===== config.mk =====
export PLATFORM = sky130hd
export DESIGN_NAME = instr_fetch_sequencer
export DESIGN_NICKNAME = d
export VERILOG_FILES = /design/src/rtl/instr_fetch_sequencer_pkg.sv /design/src/rtl/instr_fetch_sequencer_watchdog.sv /design/src/rtl/instr_fetch_sequencer.sv
export SDC_FILE = /design/constraint.sdc
export NUM_CORES = 1
export LEC_CHECK = 0
export CORE_ASPECT_RATIO = 0.5
export CORE_UTILIZATION = 53
export DETAILED_ROUTE_END_ITERATION = 7
export GPL_ROUTABILITY_DRIVEN = 0
export PLACE_DENSITY = 0.89
export SYNTH_ARGS = -nofsm -noshare
export SYNTH_HDL_FRONTEND = slang
export SYNTH_SLANG_ARGS = --single-unit
export TNS_END_PERCENT = 50

===== constraint.sdc =====
create_clock -name clk -period 4.6 [get_ports clk]
set_input_delay 0.92 -clock clk [delete_from_list [all_inputs] [get_ports clk]]
set_output_delay 0.92 -clock clk [all_outputs]
set_load 0.02 [all_outputs]

===== src/rtl/instr_fetch_sequencer_pkg.sv =====
// Shared definitions for the instruction fetch sequencer and its control_unit
// neighbour: state encoding, the default HALT encoding and instruction fields.
package seq_pkg;

  localparam logic [2:0] ST_IDLE     = 3'd0;
  localparam logic [2:0] ST_FETCH    = 3'd1;
  localparam logic [2:0] ST_WAIT_MEM = 3'd2;
  localparam logic [2:0] ST_EXEC     = 3'd3;
  localparam logic [2:0] ST_GAP      = 3'd4;
  localparam logic [2:0] ST_HALTED   = 3'd5;
  localparam logic [2:0] ST_ERROR    = 3'd6;

  typedef enum logic [2:0] {
    S_IDLE     = ST_IDLE,
    S_FETCH    = ST_FETCH,
    S_WAIT_MEM = ST_WAIT_MEM,
    S_EXEC     = ST_EXEC,
    S_GAP      = ST_GAP,
    S_HALTED   = ST_HALTED,
    S_ERROR    = ST_ERROR
  } state_t;

  localparam logic [15:0] HALT_WORD_DEFAULT = 16'hFFFF;

  // Instruction field positions, identical to the control_unit decode
  localparam int DEST_HI = 15;
  localparam int DEST_LO = 13;
  localparam int SRC_HI  = 12;
  localparam int SRC_LO  = 10;
  localparam int ALU_HI  = 4;
  localparam int ALU_LO  = 2;

  function automatic logic [2:0] instr_dest(input logic [15:0] instr);
    return instr[DEST_HI:DEST_LO];
  endfunction

  function automatic logic [2:0] instr_src(input logic [15:0] instr);
    return instr[SRC_HI:SRC_LO];
  endfunction

  function automatic logic [2:0] instr_alu(input logic [15:0] instr);
    return instr[ALU_HI:ALU_LO];
  endfunction

endpackage


===== src/rtl/instr_fetch_sequencer_watchdog.sv =====
// Watchdog for the control_unit handshake: counts cycles with run high and
// flags in the CU_TIMEOUT-th such cycle if no done has ended the window.
module cu_watchdog
  import seq_pkg::*;
#(
  parameter int CU_TIMEOUT = 32
) (
  input  logic clk,
  input  logic reset,
  input  logic i_clear,
  input  logic i_run,
  output logic o_timeout
);

  localparam int CW = $clog2(CU_TIMEOUT + 1);
  localparam logic [CW-1:0] LAST_CNT = CW'(CU_TIMEOUT - 1);
  localparam logic [CW-1:0] CNT_ONE  = CW'(1);

  logic [CW-1:0] r_cnt;

  // Run-cycle counter, restarted whenever a new instruction enters execution
  always_ff @(posedge clk or posedge reset) begin
    if (reset) begin
      r_cnt <= '0;
    end else if (i_clear) begin
      r_cnt <= '0;
    end else if (i_run && !o_timeout) begin
      r_cnt <= r_cnt + CNT_ONE;
    end
  end

  assign o_timeout = i_run && (r_cnt == LAST_CNT);

endmodule


===== src/rtl/instr_fetch_sequencer.sv =====
// Instruction fetch sequencer: reads program words at pc, hands each one to
// the control_unit with a run/done handshake and stops on HALT, end of
// program, an external halt request or a watchdog timeout.
module instr_fetch_sequencer
  import seq_pkg::*;
#(
  parameter int          ADDR_W     = 8,
  parameter int          PROG_LEN   = 256,
  parameter logic [15:0] HALT_WORD  = HALT_WORD_DEFAULT,
  parameter int          CU_TIMEOUT = 32
) (
  input  logic              clk,
  input  logic              reset,
  input  logic              start,
  input  logic              halt_req,
  output logic [ADDR_W-1:0] mem_addr,
  output logic              mem_rd,
  input  logic [15:0]       mem_rdata,
  input  logic              mem_rvalid,
  output logic [15:0]       cu_instruction,
  output logic              cu_run,
  input  logic              cu_done,
  output logic [ADDR_W-1:0] pc,
  output logic [15:0]       instr_count,
  output logic              busy,
  output logic              halted,
  output logic              error
);

  localparam logic [ADDR_W-1:0] LAST_PC = ADDR_W'(PROG_LEN - 1);
  localparam logic [ADDR_W-1:0] PC_ONE  = ADDR_W'(1);

  state_t            r_state;
  logic [ADDR_W-1:0] r_pc;
  logic [15:0]       r_instr;
  logic [15:0]       r_count;
  logic              r_mem_rd;
  logic              r_cu_run;
  logic              r_busy;
  logic              r_halted;
  logic              r_error;
  logic              w_timeout;
  logic              w_exec_entry;

  // A non-HALT word accepted in WAIT_MEM starts a fresh watchdog window
  assign w_exec_entry = (r_state == S_WAIT_MEM) && mem_rvalid && (mem_rdata != HALT_WORD);

  cu_watchdog #(
    .CU_TIMEOUT (CU_TIMEOUT)
  ) u_watchdog (
    .clk       (clk),
    .reset     (reset),
    .i_clear   (w_exec_entry),
    .i_run     (r_cu_run),
    .o_timeout (w_timeout)
  );

  // Sequencer FSM; every output is registered and set on the transition into its state
  always_ff @(posedge clk or posedge reset) begin
    if (reset) begin
      r_state  <= S_IDLE;
      r_pc     <= '0;
      r_instr  <= '0;
      r_count  <= '0;
      r_mem_rd <= 1'b0;
      r_cu_run <= 1'b0;
      r_busy   <= 1'b0;
      r_halted <= 1'b0;
      r_error  <= 1'b0;
    end else begin
      case (r_state)
        S_IDLE, S_HALTED, S_ERROR: begin
          if (start) begin
            r_state  <= S_FETCH;
            r_pc     <= '0;
            r_count  <= '0;
            r_mem_rd <= 1'b1;
            r_busy   <= 1'b1;
            r_halted <= 1'b0;
            r_error  <= 1'b0;
          end
        end
        S_FETCH: begin
          r_state  <= S_WAIT_MEM;
          r_mem_rd <= 1'b0;
        end
        S_WAIT_MEM: begin
          if (mem_rvalid) begin
            if (mem_rdata == HALT_WORD) begin
              r_state  <= S_HALTED;
              r_busy   <= 1'b0;
              r_halted <= 1'b1;
            end else begin
              r_state  <= S_EXEC;
              r_instr  <= mem_rdata;
              r_cu_run <= 1'b1;
            end
          end
        end
        S_EXEC: begin
          if (cu_done) begin
            r_state  <= S_GAP;
            r_cu_run <= 1'b0;
            if (r_count != 16'hFFFF) r_count <= r_count + 16'd1;
          end else if (w_timeout) begin
            r_state  <= S_ERROR;
            r_cu_run <= 1'b0;
            r_busy   <= 1'b0;
            r_error  <= 1'b1;
          end
        end
        S_GAP: begin
          if (r_pc == LAST_PC) begin
            r_pc     <= '0;
            r_state  <= S_HALTED;
            r_busy   <= 1'b0;
            r_halted <= 1'b1;
          end else begin
            r_pc <= r_pc + PC_ONE;
            if (halt_req) begin
              r_state  <= S_HALTED;
              r_busy   <= 1'b0;
              r_halted <= 1'b1;
            end else begin
              r_state  <= S_FETCH;
              r_mem_rd <= 1'b1;
            end
          end
        end
        default: begin
          r_state  <= S_IDLE;
          r_mem_rd <= 1'b0;
          r_cu_run <= 1'b0;
          r_busy   <= 1'b0;
        end
      endcase
    end
  end

  assign mem_addr       = r_pc;
  assign pc             = r_pc;
  assign mem_rd         = r_mem_rd;
  assign cu_instruction = r_instr;
  assign cu_run         = r_cu_run;
  assign instr_count    = r_count;
  assign busy           = r_busy;
  assign halted         = r_halted;
  assign error          = r_error;

endmodule


Word level (Yosys, flattened, before mapping). Cells that the tools add are included.

Register bits: 54. Latch bits: 0. Memory bits (writable): 0. Bits in read-only memories: 0. Bits of input ports: 22. Memories: 0.

$add $sub $neg: 3. Multipliers: 0. Divide/modulo/power cells: 0. Order comparisons: 0. Equality and inequality tests: 23. Shifts and indexed selects: 0. Mux-type cells: 41. Bitwise logic cells: 4. Reduce and logical (&&, ||, !) cells: 22.

Operator list (count): $mux 16 (3); $ne 16x16->1 const B (2); $pmux 16 s2 (1); $mux 3 (7); $mux 1 (19); $add 16x1->16 const B (1); $eq 16x16->1 const B (1); $mux 8 (2); $ne 2x2->1 const B (8); $pmux 8 s2 (1); $reduce_and 4->1 (4); $pmux 3 s5 (1); $mux 6 (2); $eq 3x3->1 const B (3); $pmux 1 s3 (3); $add 8x1->8 const B (1); $eq 8x8->1 const B (1); $reduce_and 7->1 (1); $add 6x1->6 const B (1); $eq 3x2->1 const B (2); $eq 6x5->1 const B (1); $reduce_and 3->1 (2); $reduce_bool 2->1 (3); $pmux 1 s5 (1); 15 further kinds (22).

Depth between registers and ports, before layout.
Depth after elaboration: 6. Gate-level depth with buffers: 8. Depth with buffers taken out: 6.

Cells and area by module. A second synthesis with hierarchy kept.

Cell total of the unflattened synthesis: 306. Area, all modules: 2960.3 µm².

By module, submodules not included: instr_fetch_sequencer (times used 1, cells each 265, area an instance 2581.2 µm², sequential area each 1201.2 µm²); cu_watchdog (times used 1, cells each 41, area an instance 379.1 µm², sequential area each 150.1 µm²).

Worst setup path before layout. Ideal clock, no wire load.

Kind: input -> register. Start point: input port start. End point: register r_count[11] (netlist: instr_count[11]). Library setup time: 0.092 ns. Data arrival time: 2.245 ns. Required time: 4.508 ns. Setup slack: 2.263 ns. Stages: 7. Path buffers: 2. Path through: buf_2 nor4b_1 a31oi_1 a32o_1 or2_1 buf_6 o31ai_2.

Cells in the longest elaborated chain, start to end: 2.

RTL lines: start, declared (line instr_fetch_sequencer.sv:14) `input logic start,`; $ne 2x2->1 (no line); $reduce_and 4->1 (no line); end signal, assigned (line instr_fetch_sequencer.sv:104) `if (r_count != 16'hFFFF) r_count <= r_count + 16'd1;`; end, declared (line instr_fetch_sequencer.sv:36) `logic [15:0] r_count;`.

No other way between the ends. A chain may end at the register's enable or synchronous reset.

Worst setup path in the final report.
Start point: input port start. End point: register r_count[2] (netlist: instr_count[2]).

Same word-level chain as after synthesis.

==> results.sh <==
export IMPL_fin_tns_setup_ps=0
export IMPL_syn_area_mm2=0.002873
export IMPL_regArea_mm2=0.001351
export IMPL_peakVddDrop_mv=0.2584
export IMPL_cp_top_family="compound AO/OA/AOI/OAI gates"
export IMPL_die_height_um=54.06
export IMPL_ys_ff_latch=54
export IMPL_synthArstFlopShare_pct=100.0
export IMPL_cts_buffer_depth=2
export IMPL_vias=2631
export IMPL_power_density_mw_per_mm2=528.9
export IMPL_wl_per_cell_um=15.14
export IMPL_holdBufCountCts=0
export IMPL_end_kind="flip-flop"
export IMPL_multi_input_area_mm2=0.001358
export IMPL_leakage_nw=1.564
export IMPL_cts_resized=0
export IMPL_diodes=0
export IMPL_final_common_cell="nand2_1"
export IMPL_area_growth_pct=26.66
export IMPL_placementRows=18
export IMPL_clk_pin_slew_ps=90
export IMPL_worstSetupStartpointType="input port"
export IMPL_wl_mm=6.951
export IMPL_slew_violations=0
export IMPL_synth_seq_area_share_pct=47.04
export IMPL_post_place_ws_ps=1247
export IMPL_clock_latency_ps=310
export IMPL_avgSynthCellArea_um2=8.653
export IMPL_grt_pass1_wl_mm=10.86
export IMPL_power_mw=1.924
export IMPL_vias_per_cell=5.732
export IMPL_tightest_slew_ps=1280
export IMPL_htree_levels=2
export IMPL_path_buf_inv=1
export IMPL_status="finished, final reports clean"
export IMPL_grt_pass1_vias=2297
export IMPL_synth_edf_count=0
export IMPL_yosys_most_used_dff="dfrtp_1"
export IMPL_slew_headroom_pct=14.23
export IMPL_period_needed_ps=3072
export IMPL_crit_type="in2reg"
export IMPL_place_hpwl_mm=4.885
export IMPL_setup_viol=0
export IMPL_cts_sinks=54
export IMPL_post_cts_buffers=0
export IMPL_dieArea_mm2=0.005737
export IMPL_die_width_um=106.1
export IMPL_worstPathMaxFanout=17
export IMPL_critical_path_slowest_cell="clkdlybuf4s50_1"
export IMPL_yosysWarnings=0
export IMPL_grtUsageTotal_pct=24.38
export IMPL_fin_ws_ps=1528
export IMPL_overflow=0
export IMPL_nNetsFinal=413
export IMPL_min_path_type="reg2reg"
export IMPL_route_detailed_drc=0
export IMPL_max_freq_ghz=0.3256
export IMPL_ant_nets=0
export IMPL_synth_nets=357
export IMPL_cts_root_buffer="clkbuf_8"
export IMPL_path_cells="clkdlybuf4s50_1, nor4b_1, a31oi_1, a32o_1, or2_1, o21ai_1"
export IMPL_synth_cell_types=44
export IMPL_dr_pass1_iters=4
export IMPL_start_util_pct=56.69
export IMPL_worst_ep_required_time_ps=4780
export IMPL_core_area_mm2=0.005067
export IMPL_antenna_found_initial=0
export IMPL_hold_viol=0
export IMPL_utilization_pct=71.80
export IMPL_period_share_pct=66.77
export IMPL_fillers=396
export IMPL_synth_cells=332
export IMPL_maxCapViolCount=0
export IMPL_tritoncts="done"
export IMPL_rsz0062_at_grt="no"
export IMPL_most_common_layout_cells="82 x nand2_1, 74 x clkdlybuf4s50_1, 54 x dfrtp_1"
export IMPL_cts_inserted_buffers=5
export IMPL_clock_skew_ps=13.51
export IMPL_max_stage_delay_ps=560
export IMPL_portBuffers=74
export IMPL_drive_gt1_share_pct=3.856
export IMPL_arrival_ps=3250
export IMPL_ioPinCount=75
export IMPL_grt_max_degree=55
export IMPL_drt_iter0_markers=119
## per-layer routing
layer	wire length [um]	up-vias	global-route usage [%]
li1	-	1272	-
met1	3197	1276	33.31
met2	3480	81	41.88
met3	265	2	5.085
met4	8	0	3.009
met5	0	-	0
## final timing paths
check                           slack (ps)  depth (start not counted)             endpoint               start
worst max-delay path                  1530                          6       instr_count[2]               start
worst min-delay path                   480                          2   cu_instruction[12]  cu_instruction[12]
worst max register to register        1890                          6       instr_count[2]      instr_count[0]
worst min register to register         480                          2   cu_instruction[12]  cu_instruction[12]
max in group asynchronous             2700                          2  u_watchdog.r_cnt[3]               reset
min in group asynchronous             1210                          2       instr_count[2]               reset
## Yosys cell counts (3+ instances only)
cell type,number,area [um^2]
a21oi_1,16,80.08
a31oi_1,6,37.54
and3_1,4,25.02
and4_1,3,26.28
buf_2,6,30.03
buf_4,8,60.06
buf_6,3,33.78
clkbuf_1,6,22.52
dfrtp_1,54,1351
ha_1,3,37.54
inv_1,4,15.01
nand2_1,82,307.8
nand2b_1,3,18.77
nand3_1,14,70.07
nand4_1,9,56.30
nor2_1,17,63.81
nor2b_1,6,37.54
nor3_1,5,25.02
o21ai_0,32,160.2
o21ai_1,8,40.04
o31ai_1,4,30.03
o31ai_2,4,50.05
xor2_1,5,43.79
## sequential cells by signal, summed over array words and instances (netlist names)
signal	count
halted	1
error	1
u_watchdog.r_cnt	6
instr_count	16
mem_rd	1
cu_instruction	16
cu_run	1
mem_addr	8
busy	1
r_state	3
## logic make-up after synthesis
logic type,Yosys count,synth area share (%)
and+or+nand+nor,156,25.44
adders and majority gates,3,1.307
xor gates and xnor gates,7,2.134
DFF,54,47.04
muxes,2,0.6969
AOI/OAI and AO/OA,81,17.51
buffers and inverters,29,5.880
## worst min-delay path: cells and delay by family (launching register included)
family / cells / cell delay [ps]
AND/OR/NAND/NOR: 2 / 100
flip-flops: 1 / 350
## where the power goes
part | internal, mW | total [mW] | switching [mW]
combinational | 0.384 | 0.899 | 0.515
clock | 0.108 | 0.267 | 0.159
sequential | 0.605 | 0.759 | 0.154
## metrics by stage
stage | cells | area, um^2 | hold slack [ps]
2_1_floorplan | 332 | 2873 | 504.9
6_report | 459 | 3638 | 482.5
3_3_place_gp | 451 | 3552 | 458.8
5_1_grt | 459 | 3638 | 507.7
3_5_place_dp | 451 | 3552 | 461.7
4_1_cts | 459 | 3638 | 485.2
## cell type report
cell class / instances / area share, %
flip-flops and latches: 54 / 37.14
repair buffers: 74 / 20.36
clock inverters: 2 / 0.3783
inverters: 4 / 0.4127
multi-input cells: 249 / 37.31
clock buffers: 6 / 1.994
well taps: 70 / 2.407
Note: power is estimated with default switching activity, not from simulation.
